==> src/rtl/uart_alu_pkg.sv <==
// Shared definitions for the UART ALU packet protocol (initiator and responder).
package uart_alu_pkg;

   localparam logic [7:0] OpEcho = 8'hEC;
   localparam logic [7:0] OpAdd  = 8'h10;
   localparam logic [7:0] OpMul  = 8'h11;
   localparam logic [7:0] OpDiv  = 8'h12;

   localparam int unsigned HeaderBytes = 32'd4;

   typedef enum logic [1:0] {
      StIdle = 2'd0,
      StSend = 2'd1,
      StResp = 2'd2,
      StDone = 2'd3
   } state_e;

   typedef struct packed {
      logic [7:0] tx_len;   // total packet length, header included
      logic [3:0] rx_cnt;   // reply bytes expected
   } op_info_t;

   // Packet length and reply size per opcode; zero for unsupported opcodes.
   function automatic op_info_t op_info(input logic [7:0] op);
      op_info_t info;
      case (op)
         OpEcho: begin
            info.tx_len = 8'(HeaderBytes + 32'd4);
            info.rx_cnt = 4'd4;
         end
         OpAdd, OpMul: begin
            info.tx_len = 8'(HeaderBytes + 32'd8);
            info.rx_cnt = 4'd4;
         end
         OpDiv: begin
            info.tx_len = 8'(HeaderBytes + 32'd8);
            info.rx_cnt = 4'd8;
         end
         default: begin
            info.tx_len = 8'd0;
            info.rx_cnt = 4'd0;
         end
      endcase
      return info;
   endfunction

   function automatic logic op_supported(input logic [7:0] op);
      case (op)
         OpEcho, OpAdd, OpMul, OpDiv: return 1'b1;
         default:                     return 1'b0;
      endcase
   endfunction

   // Byte idx of the framed packet: opcode, 0x00, length LSB first, A then B little-endian.
   function automatic logic [7:0] pkt_byte(input logic [7:0]  op,
                                           input logic [31:0] a,
                                           input logic [31:0] b,
                                           input logic [7:0]  len,
                                           input logic [3:0]  idx);
      case (idx)
         4'd0:    return op;
         4'd1:    return 8'h00;
         4'd2:    return len;
         4'd3:    return 8'h00;
         4'd4:    return a[7:0];
         4'd5:    return a[15:8];
         4'd6:    return a[23:16];
         4'd7:    return a[31:24];
         4'd8:    return b[7:0];
         4'd9:    return b[15:8];
         4'd10:   return b[23:16];
         4'd11:   return b[31:24];
         default: return 8'h00;
      endcase
   endfunction

endpackage

==> src/rtl/uart_alu_initiator.sv <==
// Host-side initiator: frames one ALU command onto the TX byte stream and
// assembles the responder's reply into a 64-bit result with status flags.
module uart_alu_initiator
   import uart_alu_pkg::*;
#(
   parameter int unsigned TimeoutCycles = 32'd2000000
) (
   input  logic        clk_i,
   input  logic        rst_ni,
   input  logic        cmd_valid_i,
   output logic        cmd_ready_o,
   input  logic [7:0]  cmd_op_i,
   input  logic [31:0] cmd_a_i,
   input  logic [31:0] cmd_b_i,
   output logic [7:0]  m_axis_tdata_o,
   output logic        m_axis_tvalid_o,
   input  logic        m_axis_tready_i,
   input  logic [7:0]  s_axis_tdata_i,
   input  logic        s_axis_tvalid_i,
   output logic        s_axis_tready_o,
   output logic        rsp_valid_o,
   input  logic        rsp_ready_i,
   output logic [63:0] rsp_data_o,
   output logic        rsp_err_o,
   output logic        rsp_timeout_o,
   output logic        stray_o
);

   localparam logic        TmoEn   = (TimeoutCycles != 32'd0);
   localparam logic [31:0] TmoLast = TmoEn ? 32'(TimeoutCycles - 32'd1) : 32'd0;

   state_e      state_r, state_s;
   logic [7:0]  op_r;
   logic [31:0] a_r, b_r;
   logic [3:0]  tx_cnt_r, rx_cnt_r;
   logic [31:0] tmo_r;
   logic [7:0]  tdata_r;
   logic [63:0] rsp_data_r;
   logic        err_r, timeout_r, stray_r;
   op_info_t    info_s;
   logic        cmd_ok_s, tx_last_s, rx_last_s, tmo_hit_s;
   logic        cmd_ready_s, tvalid_s, rsp_valid_s;

   assign info_s    = op_info(op_r);
   assign cmd_ok_s  = op_supported(cmd_op_i);
   assign tx_last_s = (tx_cnt_r == 4'(info_s.tx_len - 8'd1));
   assign rx_last_s = (rx_cnt_r == (info_s.rx_cnt - 4'd1));
   assign tmo_hit_s = TmoEn && (tmo_r == TmoLast);

   // State register.
   always_ff @(posedge clk_i or negedge rst_ni) begin
      if (!rst_ni) begin
         state_r <= StIdle;
      end else begin
         state_r <= state_s;
      end
   end

   // Next-state decode; a final reply byte takes priority over timeout expiry.
   always_comb begin
      state_s = state_r;
      case (state_r)
         StIdle: begin
            if (cmd_valid_i) begin
               if (cmd_ok_s) state_s = StSend;
               else          state_s = StDone;
            end else begin
               state_s = StIdle;
            end
         end
         StSend: begin
            if (m_axis_tready_i && tx_last_s) state_s = StResp;
            else                              state_s = StSend;
         end
         StResp: begin
            if (s_axis_tvalid_i && rx_last_s) state_s = StDone;
            else if (tmo_hit_s)               state_s = StDone;
            else                              state_s = StResp;
         end
         StDone: begin
            if (rsp_ready_i) state_s = StIdle;
            else             state_s = StDone;
         end
         default: state_s = StIdle;
      endcase
   end

   // Handshake outputs decoded purely from the state register.
   always_comb begin
      cmd_ready_s = 1'b0;
      tvalid_s    = 1'b0;
      rsp_valid_s = 1'b0;
      case (state_r)
         StIdle:  cmd_ready_s = 1'b1;
         StSend:  tvalid_s    = 1'b1;
         StResp:  cmd_ready_s = 1'b0;
         StDone:  rsp_valid_s = 1'b1;
         default: cmd_ready_s = 1'b0;
      endcase
   end

   // Datapath: command latch, TX byte pipeline, reply assembly, timeout and stray flag.
   always_ff @(posedge clk_i or negedge rst_ni) begin
      if (!rst_ni) begin
         op_r       <= 8'h00;
         a_r        <= 32'd0;
         b_r        <= 32'd0;
         tx_cnt_r   <= 4'd0;
         rx_cnt_r   <= 4'd0;
         tmo_r      <= 32'd0;
         tdata_r    <= 8'h00;
         rsp_data_r <= 64'd0;
         err_r      <= 1'b0;
         timeout_r  <= 1'b0;
         stray_r    <= 1'b0;
      end else begin
         stray_r <= s_axis_tvalid_i && (state_r != StResp);
         case (state_r)
            StIdle: begin
               if (cmd_valid_i) begin
                  op_r       <= cmd_op_i;
                  a_r        <= cmd_a_i;
                  b_r        <= cmd_b_i;
                  rsp_data_r <= 64'd0;
                  err_r      <= !cmd_ok_s;
                  timeout_r  <= 1'b0;
                  tx_cnt_r   <= 4'd0;
                  tdata_r    <= cmd_ok_s ? cmd_op_i : 8'h00;
               end
            end
            StSend: begin
               if (m_axis_tready_i) begin
                  if (tx_last_s) begin
                     rx_cnt_r <= 4'd0;
                     tmo_r    <= 32'd0;
                     tdata_r  <= 8'h00;
                  end else begin
                     tx_cnt_r <= tx_cnt_r + 4'd1;
                     tdata_r  <= pkt_byte(op_r, a_r, b_r, info_s.tx_len, tx_cnt_r + 4'd1);
                  end
               end
            end
            StResp: begin
               tmo_r <= tmo_r + 32'd1;
               if (s_axis_tvalid_i) begin
                  rsp_data_r[{rx_cnt_r[2:0], 3'b000} +: 8] <= s_axis_tdata_i;
                  rx_cnt_r <= rx_cnt_r + 4'd1;
               end
               if (tmo_hit_s && !(s_axis_tvalid_i && rx_last_s)) begin
                  timeout_r <= 1'b1;
               end
            end
            StDone: begin
               if (rsp_ready_i) begin
                  err_r     <= 1'b0;
                  timeout_r <= 1'b0;
               end
            end
            default: begin
               tx_cnt_r <= 4'd0;
               rx_cnt_r <= 4'd0;
            end
         endcase
      end
   end

   assign cmd_ready_o     = cmd_ready_s;
   assign m_axis_tvalid_o = tvalid_s;
   assign m_axis_tdata_o  = tdata_r;
   assign s_axis_tready_o = 1'b1;
   assign rsp_valid_o     = rsp_valid_s;
   assign rsp_data_o      = rsp_data_r;
   assign rsp_err_o       = err_r;
   assign rsp_timeout_o   = timeout_r;
   assign stray_o         = stray_r;

endmodule

==> config.mk <==
export PLATFORM = sky130hd
export DESIGN_NAME = uart_alu_initiator
export DESIGN_NICKNAME = d
export VERILOG_FILES = /design/src/rtl/uart_alu_pkg.sv /design/src/rtl/uart_alu_initiator.sv
export SDC_FILE = /design/constraint.sdc
export NUM_CORES = 1
export LEC_CHECK = 0
export ABC_AREA = 1
export CAP_MARGIN = 10
export CORE_UTILIZATION = 45
export CTS_BUF_LIST = sky130_fd_sc_hd__clkbuf_8
export CTS_CLUSTER_SIZE = 28
export DETAILED_ROUTE_END_ITERATION = 10
export GPL_ROUTABILITY_DRIVEN = 1
export PLACE_DENSITY = 0.78
export SYNTH_ARGS = -nofsm -noshare
export SYNTH_HDL_FRONTEND = slang
export SYNTH_SLANG_ARGS = --single-unit
==> constraint.sdc <==
create_clock -name clk_i -period 2.8 [get_ports clk_i]
set_input_delay 0.7 -clock clk_i [delete_from_list [all_inputs] [get_ports clk_i]]
set_output_delay 0.7 -clock clk_i [all_outputs]
set_load 0.01 [all_outputs]
-- Word-level counts from Yosys, hierarchy flattened
Cells that the tools add are included.
- add/subtract/negate cells: 6
- equality and inequality tests: 31
- shifts and indexed selects: 2
- mux-type cells: 39
- reduce and logical (&&, ||, !) cells: 23
- operators by type and width (kind ; count):
    $mux W64 ; 2
    $pmux W64 S2 ; 1
    $pmux W8 S10 ; 1
    $bwmux W64 ; 1
    $mux W32 ; 2
    $pmux W32 S2 ; 1
    $shift A8 B8 Y64 const A ; 1
    $shiftx A8 B8 Y64 ; 1
    $eq A8 B5 Y1 const B ; 6
    $add A32 B1 Y32 const B ; 1
    $eq A32 B21 Y1 const B ; 1
    $mux W8 ; 4
    $mux W4 ; 6
    $pmux W8 S3 ; 1
    $eq A4 B3 Y1 const B ; 4
    $eq A4 B4 Y1 const B ; 4
    $eq A8 B8 Y1 const B ; 2
    $ne A2 B2 Y1 const B ; 8
    $pmux W4 S2 ; 2
    $pmux W8 S2 ; 1
    $reduce_and A3 Y1 ; 4
    $reduce_and A4 Y1 ; 3
    $mux W1 ; 10
    $add A4 B1 Y4 const B ; 2
    other kinds (19) ; 32
- output and inout bits: 79
- bits in registers: 189

-- Logic depth before layout (Yosys ltp)
Gate-level depths: netlist of the first run.
- depth after elaboration: 10
- mapped depth: 15
- gate-level depth less buffers: 13

-- Least setup slack after synthesis of the first run
No wires, ideal clock.
- path type: register to register
- start point: register rx_cnt_r[0]
- end point: register rsp_data_r[40], in the netlist rsp_data_o[40]
- data arrival time: 1.950 ns
- data required time: 2.661 ns
- setup slack: 0.711 ns
- stages on the path, launching flop included: 8
- path buffers: 0
- path through: dfrtp_1 -> inv_1 -> ha_1 -> inv_1 -> nor3_1 -> nand2_1 -> a21oi_1 -> o22ai_1
- word-level cells in the longest chain between the ends: 5
- ends and longest elaborated chain (what ; RTL line ; text):
    start: declaration ; uart_alu_initiator.sv:35 ; logic [3:0] tx_cnt_r, rx_cnt_r;
    start signal: assignment ; uart_alu_initiator.sv:147 ; rx_cnt_r <= rx_cnt_r + 4'd1;
    $neg A6 Y8 (*) ; uart_alu_initiator.sv:146 ; rsp_data_r[{rx_cnt_r[2:0], 3'b000} +: 8] <= s_axis_tdata_i;
    $shiftx A8 B8 Y64 / $shift A8 B8 Y64 (equally long branches) ; uart_alu_initiator.sv:146 ;
    $bwmux W64 (*) ; uart_alu_initiator.sv:146 ;
    $mux W64 (*) ; uart_alu_initiator.sv:145 ; if (s_axis_tvalid_i) begin
    $pmux W64 S2 (*) ; uart_alu_initiator.sv:118 ; case (state_r)
    end signal: indexed assignment ; uart_alu_initiator.sv:146 ;
    end: declaration ; uart_alu_initiator.sv:38 ; logic [63:0] rsp_data_r;
Every way passes the cells marked *; elsewhere a longest branch is shown, timed or not. The select of a mux whose other input is x is not followed.
A chain may end at the register's enable or synchronous reset.

-- Worst setup path after layout of the first run
- start point: register state_r[0]
- end point: output port cmd_ready_o
- word-level cells in the longest chain between the ends: 2
- ends and longest elaborated chain (what ; RTL line ; text):
    start: declaration ; uart_alu_initiator.sv:32 ; state_e state_r, state_s;
    start signal: assignment ; uart_alu_initiator.sv:53 ; state_r <= StIdle;
    start signal: assignment ; uart_alu_initiator.sv:55 ; state_r <= state_s;
    $logic_not A2 Y1 ; uart_alu_initiator.sv:93 ; case (state_r)
    $mux W1 ; uart_alu_initiator.sv:93 ;
    end: declaration ; uart_alu_initiator.sv:11 ; output logic cmd_ready_o,
Every way passes these cells.

==> key figures, run 1 <==
Route
  – DRT Pass-1 Iters: 8
  – Post-DR vias/cell: 5.24
  – Initial DRC count: 799
  – Wire per inst: about 16 um
  – Routed Antenna Nets: 0
  – DRC: 0
  – Vias: 8393
  – Final wirelength: 25500 um

Critical path
  – CP max FO: 7
  – R2R Setup Slk: 0.49 ns
  – Startpoint Class: register
  – R2r worst-path depth: 9
  – CP Class: reg -> out
  – Crit path capture type: output port
  – Reg2Reg Launch Point: state_r[0]$_DFF_PN0_
  – R2R Path End: rsp_data_o[57]$_DFFE_PN0P_
  – Worst Path Required: about 2.1 ns
  – Worst path arrival time: around 1.9 ns

Power
  – Clock share of power: roughly a fifth
  – Pint: 5.40 mW
  – Pwr Density: between 700 and 800 mW/mm^2
  – P_sw: 3.35 mW
  – Switching Share: 38.3%
  – Reg power frac: approximately 44%
  – Pleak: roughly 5.3 nW
  – Comb pwr share: between 30% and 40%
  – Worst vdd ir: 0.418 mV

Clocking
  – Clock Latency Late Sink: 0.48 ns
  – H-tree depth: 4
  – CTS tree: yes
  – CTS max path bufs: 2
  – Worst-path clk slew: roughly 0.11 ns
  – Clock sink count: 189
  – Clock root buffer: clkbuf_8
  – TritonCTS Buffers: 17

Yosys
  – Warnings from Yosys: 0
  – Avg Cell Area, Syn: 8.29 um^2
  – Post-synth ARST share: 100%
  – FF+latch count, synth: 189
  – Sequential area share after synthesis: 49.5%
  – Post-synth EDFFs: 0
  – Cell count after synthesis: ~1200
  – Cell area after synthesis: between 0.009 and 0.01 mm^2
  – Unique masters post-synth: 36
  – Post-Synthesis Net Count: 1252
  – Ys flop type: dfrtp_1

Place
  – Setup WS pre-CTS: 0.187 ns
  – HPWL after detailed placement: 19100 um
  – Placer Congestion: 0.893
  – Input/output buffers: between 150 and 200

Cells and area
  – Area Overhead vs Synth: 24.9%
  – Nets: 1418
  – Fillcell total: 1805
  – Share of cells above drive strength 1: 9.38%
  – N_diodes: 0
  – Final Util: 58.2%

Run
  – Max-cap viol count: 0

Status
  – Outcome: finished, final reports clean

Floorplanning
  – Chip Width: 148 um
  – Row count: 52
  – Die Span Y: 148 um
  – Die Area: 0.0218 mm^2
  – Starting Density: 46.6%
  – I/O pins: 165
  – Core area: 0.0205 mm^2

STA
  – Hold Slack: between 0.1 and 0.15 ns
  – Final hold vios: 0
  – Worst Clk Skew: 0.0153 ns
  – Slew HR: between 60% and 70%
  – Fin crit share: a little over 90%
  – RSZ-0062 raised after global routing: false
  – Slew Limit Fails: 0
  – Actual slew at the worst max-slew pin: 0.549 ns
  – TNS Setup: 0 ns
  – Fin crit period: 2.60 ns
  – Final WS setup: a little over 0.2 ns
  – Final setup vio count: 0
  – Fmax: 385 MHz

Global routing
  – Total GRT Usage: around a quarter
  – Largest net degree at the start of global routing: 87
  – First-pass GRT wire length: 42000 um
  – Grt ovf: 0
  – Vias in the first global route: 8209
  – Antenna violations before repair: 2

Worst hold path
  – Hold Path Class: in -> async
-- power groups by stage --
stage | combinational [mW] | clock, mW | sequential (mW)
6_report | 3.06 | 1.84 | 3.84
2_1_floorplan | 1.98 | 0 | 3.81
3_5_place_dp | 3.04 | 0 | 3.89
4_1_cts | 3.06 | 1.89 | 3.84
5_1_grt | 3.41 | 2.01 | 3.92
3_3_place_gp | 2.96 | 0 | 3.86
-- critical path, cell delays in order, from the launching register on --
cell and delay (ns):
dfrtp_1 0.42, inv_1 0.09, ha_2 0.28, clkdlybuf4s50_1 0.62
-- synth_stat cells, drive strengths merged, types with 14 or more instances --
| master | count | area [um^2] |
|---|---|---|
| xor2 | 23 | 201 |
| mux2 | 58 | 653 |
| nor3 | 33 | 165 |
| dfrtp | 189 | 4730 |
| nand4 | 20 | 131 |
| nor2 | 119 | 484 |
| o21ai | 99 | 495 |
| nand3 | 78 | 390 |
| buf | 16 | 106 |
| inv | 117 | 439 |
| nand2 | 320 | 1210 |
| a21oi | 24 | 120 |
| clkbuf | 14 | 52.6 |
-- timing repair --
| action | 4_1_cts | 5_1_grt |
|---|---|---|
| hold buffers | 0 | 0 |
| setup endpoints to repair | 0 | 1 |
| gates resized for setup | 0 | 1 |
| endpoints found under the hold margin | 0 | 0 |
| buffers inserted | 0 | 0 |
-- sequential cells by signal (all words and copies together), names as in the netlist --
signal and count:
rsp_data_o 64, a_r 32, b_r 32, tmo_r 32, m_axis_tdata_o 8, op_r 8
rx_cnt_r 4, tx_cnt_r 4, state_r 2, rsp_err_o 1, rsp_timeout_o 1, stray_o 1
-- stage by stage --
| step | power (mW) | cells | cell area [um^2] |
|---|---|---|---|
| floorplan | 5.79 | 1153 | 9560 |
| global placement | 6.83 | 1570 | 11500 |
| detailed placement | 6.93 | 1570 | 11500 |
| CTS | 8.78 | 1602 | 11900 |
| global route | 9.34 | 1602 | 11900 |
| finish | 8.75 | 1602 | 11900 |
-- metal layers --
| layer | up-vias | GRT usage (%) | part of all wire [%] |
|---|---|---|---|
| met1 | 3998 | 33.2 | 45 |
| li1 | 4054 | - | - |
| met5 | - | 0 | 0.094 |
| met3 | 42 | 5.00 | 6.8 |
| met4 | 4 | 8.14 | 2.2 |
| met2 | 295 | 39.1 | 46 |
-- how the worst max path moves through the flow --
stage | startpoint | end | slack (ns) | cells past startpoint
CTS | state_r[0]$_DFF_PN0_ | cmd_ready_o | 0.08 | 3
floorplan | rx_cnt_r[0]$_DFFE_PN0P_ | rsp_data_o[40]$_DFFE_PN0P_ | 0.71 | 7
detailed placement | cmd_valid_i | rsp_data_o[25]$_DFFE_PN0P_ | 0.19 | 9
finish | state_r[0]$_DFF_PN0_ | cmd_ready_o | 0.20 | 3
global placement | cmd_valid_i | rsp_data_o[24]$_DFFE_PN0P_ | 0.29 | 9
global route | state_r[0]$_DFF_PN0_ | cmd_ready_o | 0.09 | 3
-- placed cells by master, fill, tap and decap left out, types with 3 or more instances in the layout --
master,synthesis,routed
nor3_1,33,33
nor2_4,3,3
mux2_2,58,58
inv_6,0,3
o21ai_0,96,96
nor2_1,110,110
inv_8,0,3
o22ai_1,10,10
nand4_1,19,19
nand3_1,78,78
clkinv_8,0,4
buf_4,3,11
nand3b_1,3,3
dfrtp_1,189,189
nor2_2,6,6
xnor2_1,5,5
buf_12,0,3
nand2_1,317,316
clkdlybuf4s50_1,0,162
xor2_1,23,23
ha_1,13,12
inv_1,115,115
a21oi_1,24,24
o21ai_1,3,3
clkbuf_8,0,18
-- logic make-up (layout without fill, tap and decap cells) --
logic type	Yosys count	count (layout)	synth area share, %
multiplexers	58	58	6.84
flip-flops	189	189	49.5
buffers and inverters	149	328	6.34
adder cells (fa/ha/maj)	13	13	1.70
AO/OA/AOI/OAI	135	135	7.25
XOR/XNOR	29	29	2.74
AND/OR/NAND/NOR	579	579	25.6
other	1	1	0.0392
-- cell type report --
cell class	instances	area [um^2]	area share, %
clock buffer	18	248	2.08
inverter	119	447	3.74
clock inverter	14	166	1.39
tap	270	338	2.83
multi-input combinational	815	4230	35.4
timing repair buffer	177	1780	14.9
sequential	189	4730	39.6
No activity file was read; power rests on OpenSTA's default activity.
==> run 2: changes to the inputs <==
CORE_ASPECT_RATIO = 1.1   (was default)
GPL_ROUTABILITY_DRIVEN = default   (was 1)
==> key figures, run 2 (synthesis gave the netlist of run 1 again) <==
Status
  – Outcome: finished, final reports clean (unchanged)

Clocking
  – Resize count post-CTS: 0 (unchanged)
  – CTS max path bufs: 2 (unchanged)
  – CTS tree: yes (unchanged)
  – Clock sink count: 189 (unchanged)
  – TritonCTS Buffers: 17 (unchanged)
  – H-tree depth: 4 (unchanged)
  – Setup bufs post-CTS: 0 (unchanged)
  – Clock root buffer: clkbuf_8 (unchanged)
  – Worst-path clk slew: 0.10 ns (was 0.11 ns)
  – Hold_buf cts: 0 (unchanged)
  – Clock Latency Late Sink: 0.48 ns (about the same)

Critical path
  – Worst path arrival time: 1.94 ns (was 1.90 ns)
  – CP max FO: 7 (unchanged)
  – Worst Path Required: 2.10 ns (about the same)
  – Crit path capture type: output port (unchanged)
  – CP Class: reg -> out (unchanged)
  – Startpoint Class: register (unchanged)

Route
  – Initial DRC count: 560 (was 799)
  – Metal3 WL: 1540 um (was 1740 um)
  – Vias: 8436 (was 8393)
  – Met1 WL: 10600 um (was 11400 um)
  – Metal2 WL: 12200 um (was 11800 um)
  – DRT Pass-1 Iters: 5 (was 8)
  – Routed Antenna Nets: 0 (unchanged)
  – Post-DR vias/cell: 5.21 (was 5.24)
  – Final wirelength: 24900 um (was 25500 um)
  – Top sig layer: met4 (was met5)
  – Wire per inst: 15.4 um (was 15.9 um)
  – DRC: 0 (unchanged)

Floorplanning
  – Starting Density: 46.1% (was 46.6%)
  – Die Area: 0.0218 mm^2 (about the same)
  – Core area: 0.0207 mm^2 (was 0.0205 mm^2)
  – Row count: 55 (was 52)
  – Die Span Y: 155 um (was 148 um)
  – I/O pins: 165 (unchanged)
  – Chip Width: 141 um (was 148 um)

Cells and area
  – Most common cell after layout, fill and taps aside: nand2_1 (unchanged)
  – Nets: 1419 (was 1418)
  – Highest-count cells in the layout ignoring fill and taps: 316 x nand2_1, 189 x dfrtp_1, 162 x clkdlybuf4s50_1 (unchanged)
  – Max reg flops: 64 (unchanged)
  – Share of cells above drive strength 1: 9.38% (about the same)
  – Area Overhead vs Synth: 25.1% (was 24.9%)
  – N_diodes: 0 (unchanged)
  – Fillcell total: 1837 (was 1805)
  – Post-route cell area: 0.0120 mm^2 (was 0.0119 mm^2)

Place
  – Placer Congestion: 0.925 (was 0.893)
  – HPWL after detailed placement: 18600 um (was 19100 um)
  – Placed Area: 0.0115 mm^2 (about the same)
  – Input/output buffers: 163 (unchanged)

STA
  – Slew Limit Fails: 0 (unchanged)
  – Worst Clk Skew: 0.0151 ns (was 0.0153 ns)
  – Fin crit share: 94.4% (was 92.7%)
  – Fin crit period: 2.64 ns (was 2.60 ns)
  – Fmax: 378 MHz (was 385 MHz)
  – Final setup vio count: 0 (unchanged)
  – Final hold vios: 0 (unchanged)
  – TNS Setup: 0 ns (unchanged)
  – Actual slew at the worst max-slew pin: 0.566 ns (was 0.549 ns)
  – RSZ-0062 raised after global routing: false (unchanged)
  – Slew HR: 62.3% (was 63.4%)

Run
  – Max-cap viol count: 0 (unchanged)

Global routing
  – First-pass GRT wire length: 40900 um (was 42000 um)
  – Total GRT Usage: 23.7% (was 24.5%)
  – Antenna violations before repair: 0 (was 2)
  – Vias in the first global route: 8201 (was 8209)
  – Largest net degree at the start of global routing: 87 (unchanged)
  – Grt ovf: 0 (unchanged)

Power
  – Pleak: 5.29 nW (was 5.28 nW)
  – Worst vdd ir: 0.431 mV (was 0.418 mV)
  – Pwr Density: 730 mW/mm^2 (was 733 mW/mm^2)

Worst hold path
  – Hold Path Class: in -> async (unchanged)
-- run 2: cell count changes in the layout (fill, tap and decap cells not counted), sizes merged --
cell	before	now
clkinvlp	1	0
inv	124	125
buf	15	16
-- run 2: final timing paths --
path | cells past startpoint | slack [ns] | from | end
worst max-delay path | 3 | 0.16 | state_r[0]$_DFF_PN0_ | cmd_ready_o
worst min-delay path | 1 | 0.19 | rst_ni | op_r[4]$_DFFE_PN0P_
worst max register to register | 10 | 0.46 | tx_cnt_r[0]$_DFFE_PN0P_ | m_axis_tdata_o[0]$_DFFE_PN0P_
worst min register to register | 2 | 0.48 | rsp_timeout_o$_DFFE_PN0P_ | rsp_timeout_o$_DFFE_PN0P_
max in group asynchronous | 2 | 1.90 | rst_ni | tmo_r[13]$_DFFE_PN0P_
min in group clk_i | 2 | 0.48 | rsp_timeout_o$_DFFE_PN0P_ | rsp_timeout_o$_DFFE_PN0P_
-- run 2: final cells by class --
class / instances / area (um^2) / area share, %
tap: 285 / 357 / 2.98
timing repair buffer: 178 / 1780 / 14.9
clock buffer: 18 / 248 / 2.07
clock inverter: 14 / 163 / 1.36
multi-input combinational: 815 / 4230 / 35.4
inverter: 119 / 447 / 3.74
sequential: 189 / 4730 / 39.6
-- run 2: per-layer routing --
metal	up-vias	GRT usage, %
li1	4056	-
met1	4037	30.9
met2	296	40.4
met3	47	3.84
met4	0	7.56
met5	-	0
-- run 2: power by group --
part | switching [mW] | internal (mW) | leakage [nW]
combinational | 1.76 | 1.28 | 2.62
sequential | 0.433 | 3.41 | 2.46
clock | 1.13 | 0.705 | 0.208
-- run 2: critical path, cell delays in order, from the launching register on --
cell and delay [ns]:
dfrtp_1 0.42, inv_1 0.09, ha_1 0.36, clkdlybuf4s50_1 0.60
-- run 2: through the flow --
stage / setup WS [ns] / utilization, % / power, mW / hold WS (ns) / instances
CTS: 0.126 / 57.7 / 8.75 / 0.201 / 1618
finish: 0.157 / 57.7 / 8.72 / 0.188 / 1618
global route: 0.0221 / 57.7 / 9.31 / 0.214 / 1618
detailed placement: 0.205 / 55.7 / 6.94 / 0.458 / 1586
floorplan: 0.711 / - / 5.79 / 0.404 / 1153
global placement: 0.306 / 55.7 / 6.83 / 0.456 / 1586
==> run 3: changes to the inputs <==
CAP_MARGIN = default   (was 10)
CORE_UTILIZATION = 42   (was 45)
PLACE_DENSITY = 0.74   (was 0.78)
==> key figures, run 3 (synthesis gave the netlist of run 1 again) <==
Status
  – Outcome: finished, final reports clean (unchanged)

Power
  – Pleak: 5.27 nW (was 5.29 nW)
  – Tot Pwr: 8.75 mW (was 8.72 mW)
  – P_sw: 3.31 mW (was 3.33 mW)
  – Worst vdd ir: 0.457 mV (was 0.431 mV)
  – Comb pwr share: 34.9% (about the same)
  – Switching Share: 37.8% (was 38.1%)
  – Pint: 5.44 mW (was 5.40 mW)
  – Reg power frac: 44.0% (about the same)
  – Pwr Density: 732 mW/mm^2 (was 730 mW/mm^2)
  – Clock share of power: 21.1% (about the same)

STA
  – Fin crit share: 95.4% (was 94.4%)
  – Slew Limit Fails: 0 (unchanged)
  – Final hold vios: 0 (unchanged)
  – TNS Setup: 0 ns (unchanged)
  – Fin crit period: 2.67 ns (was 2.64 ns)
  – RSZ-0062 raised after global routing: false (unchanged)
  – Actual slew at the worst max-slew pin: 0.634 ns (was 0.566 ns)
  – Worst Clk Skew: 0.0158 ns (was 0.0151 ns)
  – Slew HR: 57.6% (was 62.3%)
  – Final setup vio count: 0 (unchanged)
  – Fmax: 374 MHz (was 378 MHz)

Run
  – Max-cap viol count: 0 (unchanged)

Cells and area
  – Final Util: 53.9% (was 57.7%)
  – Share of cells above drive strength 1: 9.17% (was 9.38%)
  – Final non-filler cell total: 1626 (was 1618)
  – Highest-count cells in the layout ignoring fill and taps: 316 x nand2_1, 189 x dfrtp_1, 162 x clkdlybuf4s50_1 (unchanged)
  – Area Overhead vs Synth: 25.0% (was 25.1%)
  – Max reg flops: 64 (unchanged)
  – Nets: 1417 (was 1419)
  – Most common cell after layout, fill and taps aside: nand2_1 (unchanged)
  – N_diodes: 0 (unchanged)

Clocking
  – CTS tree: yes (unchanged)
  – Resize count post-CTS: 0 (unchanged)
  – CTS max path bufs: 2 (unchanged)
  – Clock root buffer: clkbuf_8 (unchanged)
  – Clock sink count: 189 (unchanged)
  – Worst-path clk slew: 0.11 ns (was 0.10 ns)
  – H-tree depth: 4 (unchanged)
  – Setup bufs post-CTS: 0 (unchanged)
  – TritonCTS Buffers: 17 (unchanged)
  – Clock Latency Late Sink: 0.47 ns (was 0.48 ns)
  – Hold_buf cts: 0 (unchanged)

Route
  – Wire per inst: 15.5 um (was 15.4 um)
  – Routed Antenna Nets: 0 (unchanged)
  – DRC: 0 (unchanged)
  – Post-DR vias/cell: 5.09 (was 5.21)
  – Final wirelength: 25200 um (was 24900 um)
  – Vias: 8277 (was 8436)
  – Initial DRC count: 604 (was 560)
  – DRT Pass-1 Iters: 7 (was 5)

Critical path
  – CP Class: reg -> out (unchanged)
  – CP max FO: 7 (unchanged)
  – Worst path arrival time: 1.97 ns (was 1.94 ns)
  – Worst Path Required: 2.10 ns (about the same)
  – Crit path capture type: output port (unchanged)
  – Startpoint Class: register (unchanged)

Floorplanning
  – Die Span Y: 160 um (was 155 um)
  – Chip Width: 146 um (was 141 um)
  – Core area: 0.0222 mm^2 (was 0.0207 mm^2)
  – Die Area: 0.0234 mm^2 (was 0.0218 mm^2)
  – I/O pins: 165 (unchanged)
  – Row count: 57 (was 55)
  – Starting Density: 43.1% (was 46.1%)

Place
  – Placed cell count: 1594 (was 1586)
  – Placer Congestion: 0.926 (was 0.925)
  – HPWL after detailed placement: 18800 um (was 18600 um)
  – Input/output buffers: 163 (unchanged)

Global routing
  – Vias in the first global route: 8082 (was 8201)
  – Total GRT Usage: 22.1% (was 23.7%)
  – Antenna violations before repair: 0 (unchanged)
  – Largest net degree at the start of global routing: 87 (unchanged)
  – Grt ovf: 0 (unchanged)
  – First-pass GRT wire length: 40700 um (was 40900 um)

Worst hold path
  – Hold Path Class: in -> async (unchanged)
run 3: cell count changes in the layout (fill, tap and decap cells not counted), sizes merged:
cell / delta
clkinv: -2
clkbuf: -1
buf: -2
bufinv: +1
clkinvlp: +3
inv: -1
run 3: critical path: stages (launching register included):
cell,delay [ns]
dfrtp_1,0.41
inv_1,0.09
ha_1,0.36
clkdlybuf4s50_1,0.65
run 3: cell type report:
cell class | instances | area, um^2
flip-flops and latches | 189 | 4730
fillers | 2024 | 10200
clock buffers | 17 | 234
clock inverters | 15 | 174
repair buffers | 176 | 1770
inverters | 119 | 447
multi-input cells | 815 | 4230
well taps | 295 | 369
run 3: final timing paths:
path	cells past startpoint	from	to	slack, ns
setup reg to reg	9	state_r[0]$_DFF_PN0_	rsp_data_o[9]$_DFFE_PN0P_	0.39
max in group asynchronous	2	rst_ni	b_r[27]$_DFFE_PN0P_	1.88
min in group clk_i	2	rsp_data_o[14]$_DFFE_PN0P_	rsp_data_o[14]$_DFFE_PN0P_	0.50
hold reg to reg	2	rsp_data_o[14]$_DFFE_PN0P_	rsp_data_o[14]$_DFFE_PN0P_	0.50
hold / removal	1	rst_ni	a_r[28]$_DFFE_PN0P_	0.12
setup / recovery	3	state_r[0]$_DFF_PN0_	cmd_ready_o	0.13
run 3: power groups by stage:
stage | Sequential (mW) | Clock (mW) | Combinational (mW)
after global routing | 3.93 | 1.99 | 3.37
final | 3.85 | 1.84 | 3.05
after global placement | 3.87 | 0 | 2.97
after floorplan | 3.81 | 0 | 1.98
after detailed placement | 3.90 | 0 | 3.04
after CTS | 3.84 | 1.88 | 3.05
run 3: metrics by stage:
stage / setup WS, ns / hold slack, ns / area [um^2]
after floorplan: 0.711 / 0.404 / 9560
after global placement: 0.290 / 0.466 / 11500
after detailed placement: 0.219 / 0.476 / 11500
after CTS: 0.120 / 0.128 / 11900
after global routing: 0.00678 / 0.137 / 11900
final: 0.129 / 0.120 / 11900
run 3: per-layer routing:
metal	track usage, %	routed length (um)	share of wire (%)
met5	0	0	0
met4	7.03	486	1.9
met3	3.31	1220	4.8
met2	37.7	12400	49
met1	28.7	11100	44
==> variant: new RTL, config.mk and constraints of run 2 <==
The 4 states of `state_e` get a one-hot encoding in 4 bits.
--- a/src/rtl/uart_alu_pkg.sv
+++ b/src/rtl/uart_alu_pkg.sv
@@ -8,11 +8,11 @@
 
    localparam int unsigned HeaderBytes = 32'd4;
 
-   typedef enum logic [1:0] {
-      StIdle = 2'd0,
-      StSend = 2'd1,
-      StResp = 2'd2,
-      StDone = 2'd3
+   typedef enum logic [3:0] {
+      StIdle = 4'b0001,
+      StSend = 4'b0010,
+      StResp = 4'b0100,
+      StDone = 4'b1000
    } state_e;
 
    typedef struct packed {
Behaviour: same outputs for any inputs over 4 cycles, from zero or initial values and one cycle with rst_ni low; so few cycles prove little.
==> variant against run 2 <==
  * Total power up 15%
  * Critical path type unchanged
  * Critical path depth unchanged
  * Setup slack worse by 0.082 ns
  * Largest cell class unchanged
  * Final area up 0.21%
  * Area after synthesis up 0.48%
  * Count of clock-buffer cells in the layout down 1
  * Wire length up 4.3%
  * Sequential cell count up 2
  * Largest power group is now combinational cells
  * Cell count up 3.6%
==> variant: results (changes against run 2) <==
set qor(place_congestion) 0.935 ;# +1.1%
set qor(vdd_ir_drop_max_uv) 397 ;# -7.8%
set qor(worst_slew_pin_slew_ns) 0.717 ;# +0.151 ns
set qor(synth.top_cells.by_area) {sky130_fd_sc_hd__dfrtp_1 50%, sky130_fd_sc_hd__nand2_1 17%, sky130_fd_sc_hd__o21ai_0 5.2%}
set qor(routedWlPerCell_um) 15.5 ;# +0.59%
set qor(synth_fp_nets) 1312 ;# +4.8%
set qor(run_status) {completed}
set qor(seq_area_frac_synth_pct) 49.8 ;# +0.30 points
set qor(vias) 8790 ;# +4.2%
set qor(grt_start_max_net_pins) 73 ;# -16%
set qor(critPathMaxFanout) 3 ;# -4
set qor(detail_route.vias_per_cell) 5.24 ;# +0.53%
set qor(initial_drt_pass_iterations) 8 ;# +3
set qor(grt_util_all_layers_pct) 24.7 ;# +0.99 points
set qor(drt-initial-drc-count) 818 ;# +46%
set qor(post_route_cells_drive_above_1_share_pct) 6.61 ;# -2.8 points
set qor(antenna_found_initial) 1 ;# +1
set qor(place.detailed.hpwl_um) 19200 ;# +2.8%
set qor(global_route_wire_length_before_repair_um) 42600 ;# +4.4%
set qor(netlist-cell-type-count) 41 ;# +14%
set qor(final.setup_skew_ns) 0.0166 ;# +0.00155 ns
set qor(placed_cells) 1644 ;# +3.7%
set qor(most_used_standard_cells_in_the_synthesized_netlist) {431 x sky130_fd_sc_hd__nand2_1, 190 x sky130_fd_sc_hd__dfrtp_1, 121 x sky130_fd_sc_hd__inv_1, 99 x sky130_fd_sc_hd__o21ai_0, 84 x sky130_fd_sc_hd__nand3_1}
set qor(dpl_worst_slack_ns) 0.435 ;# +0.230 ns
set qor(power_leakage_uw) 0.00587 ;# +11%
set qor(syn-mean-instance-area_um2) 7.89 ;# -4.8%
set qor(first_global_vias) 8454 ;# +3.1%
set qor(layout.nets) 1473 ;# +3.8%
variant: cell count changes after synthesis, moves of 6 or more:
cell / delta
sky130_fd_sc_hd__nor3_1: -10
sky130_fd_sc_hd__xor2_1: -10
sky130_fd_sc_hd__inv_1: +6
sky130_fd_sc_hd__nand3_1: +6
sky130_fd_sc_hd__o22ai_1: +7
sky130_fd_sc_hd__mux2_2: -58
sky130_fd_sc_hd__nand4_1: +14
sky130_fd_sc_hd__a21oi_1: -16
sky130_fd_sc_hd__nand2_1: +114
sky130_fd_sc_hd__clkbuf_1: +7
sky130_fd_sc_hd__o21ai_1: +13
sky130_fd_sc_hd__nand3_4: +8
sky130_fd_sc_hd__nor2_1: -33
variant: path summary, 6_finish.rpt:
| path | startpoint | end | slack [ns] | cells after the start |
|---|---|---|---|---|
| worst max-delay path | state_r[0] | cmd_ready_o | 0.08 | 3 |
| worst min-delay path | rst_ni | tmo_r[17] | 0.18 | 1 |
| worst max register to register | rx_cnt_r[0] | rsp_data_o[52] | 0.42 | 7 |
| worst min register to register | b_r[7] | b_r[7] | 0.49 | 2 |
| max in group asynchronous | rst_ni | a_r[26] | 1.81 | 2 |
| min in group clk_i | b_r[7] | b_r[7] | 0.49 | 2 |
variant: where the power goes:
part           internal (uW)  switching [uW]
registers               3490             563
clock network            690            1190
logic                   1460            2640
total                   5640            4390
variant: timing repair:
item                                    in CTS  in global routing
endpoints found under the setup margin       0                  2
endpoints found under the hold margin        0                  0
gates resized for setup                      0                  2
setup buffers                                0                  0
variant: worst max-delay path: stages, from the launching register on:
cell and delay (ns):
sky130_fd_sc_hd__dfstp_2 0.58, sky130_fd_sc_hd__inv_1 0.05, sky130_fd_sc_hd__nor3_2 0.27, sky130_fd_sc_hd__clkdlybuf4s50_1 0.62
variant: logic make-up (layout without fill, tap and decap cells):
group	Yosys count	in the layout	share of synthesized area, %
flops	191	191	49.8
other cells	1	2	0.0391
fa+ha+maj	9	9	1.17
compound gates	151	151	8.43
buf+inv	162	336	7.09
xor+xnor	18	18	1.92
simple gates	685	685	31.6
variant: area by class of cell:
| type | count | area [um2] |
|---|---|---|
| antenna | 1 | 2.50 |
| clock buffer | 17 | 234 |
| clock inverter | 15 | 188 |
| fill | 1863 | 8730 |
| inverter | 124 | 465 |
| multi-input combinational | 864 | 4150 |
| sequential | 191 | 4780 |
| tap | 285 | 357 |
| timing repair buffer | 180 | 1800 |
variant: layer usage:
| metal | GRT usage, % | vias to the layer above | part of all wire [%] |
|---|---|---|---|
| li1 | - | 4248 | - |
| met1 | 32.1 | 4120 | 42 |
| met2 | 40.9 | 359 | 49 |
| met3 | 4.49 | 63 | 6.3 |
| met4 | 9.89 | 0 | 3.0 |
| met5 | 0 | - | 0 |
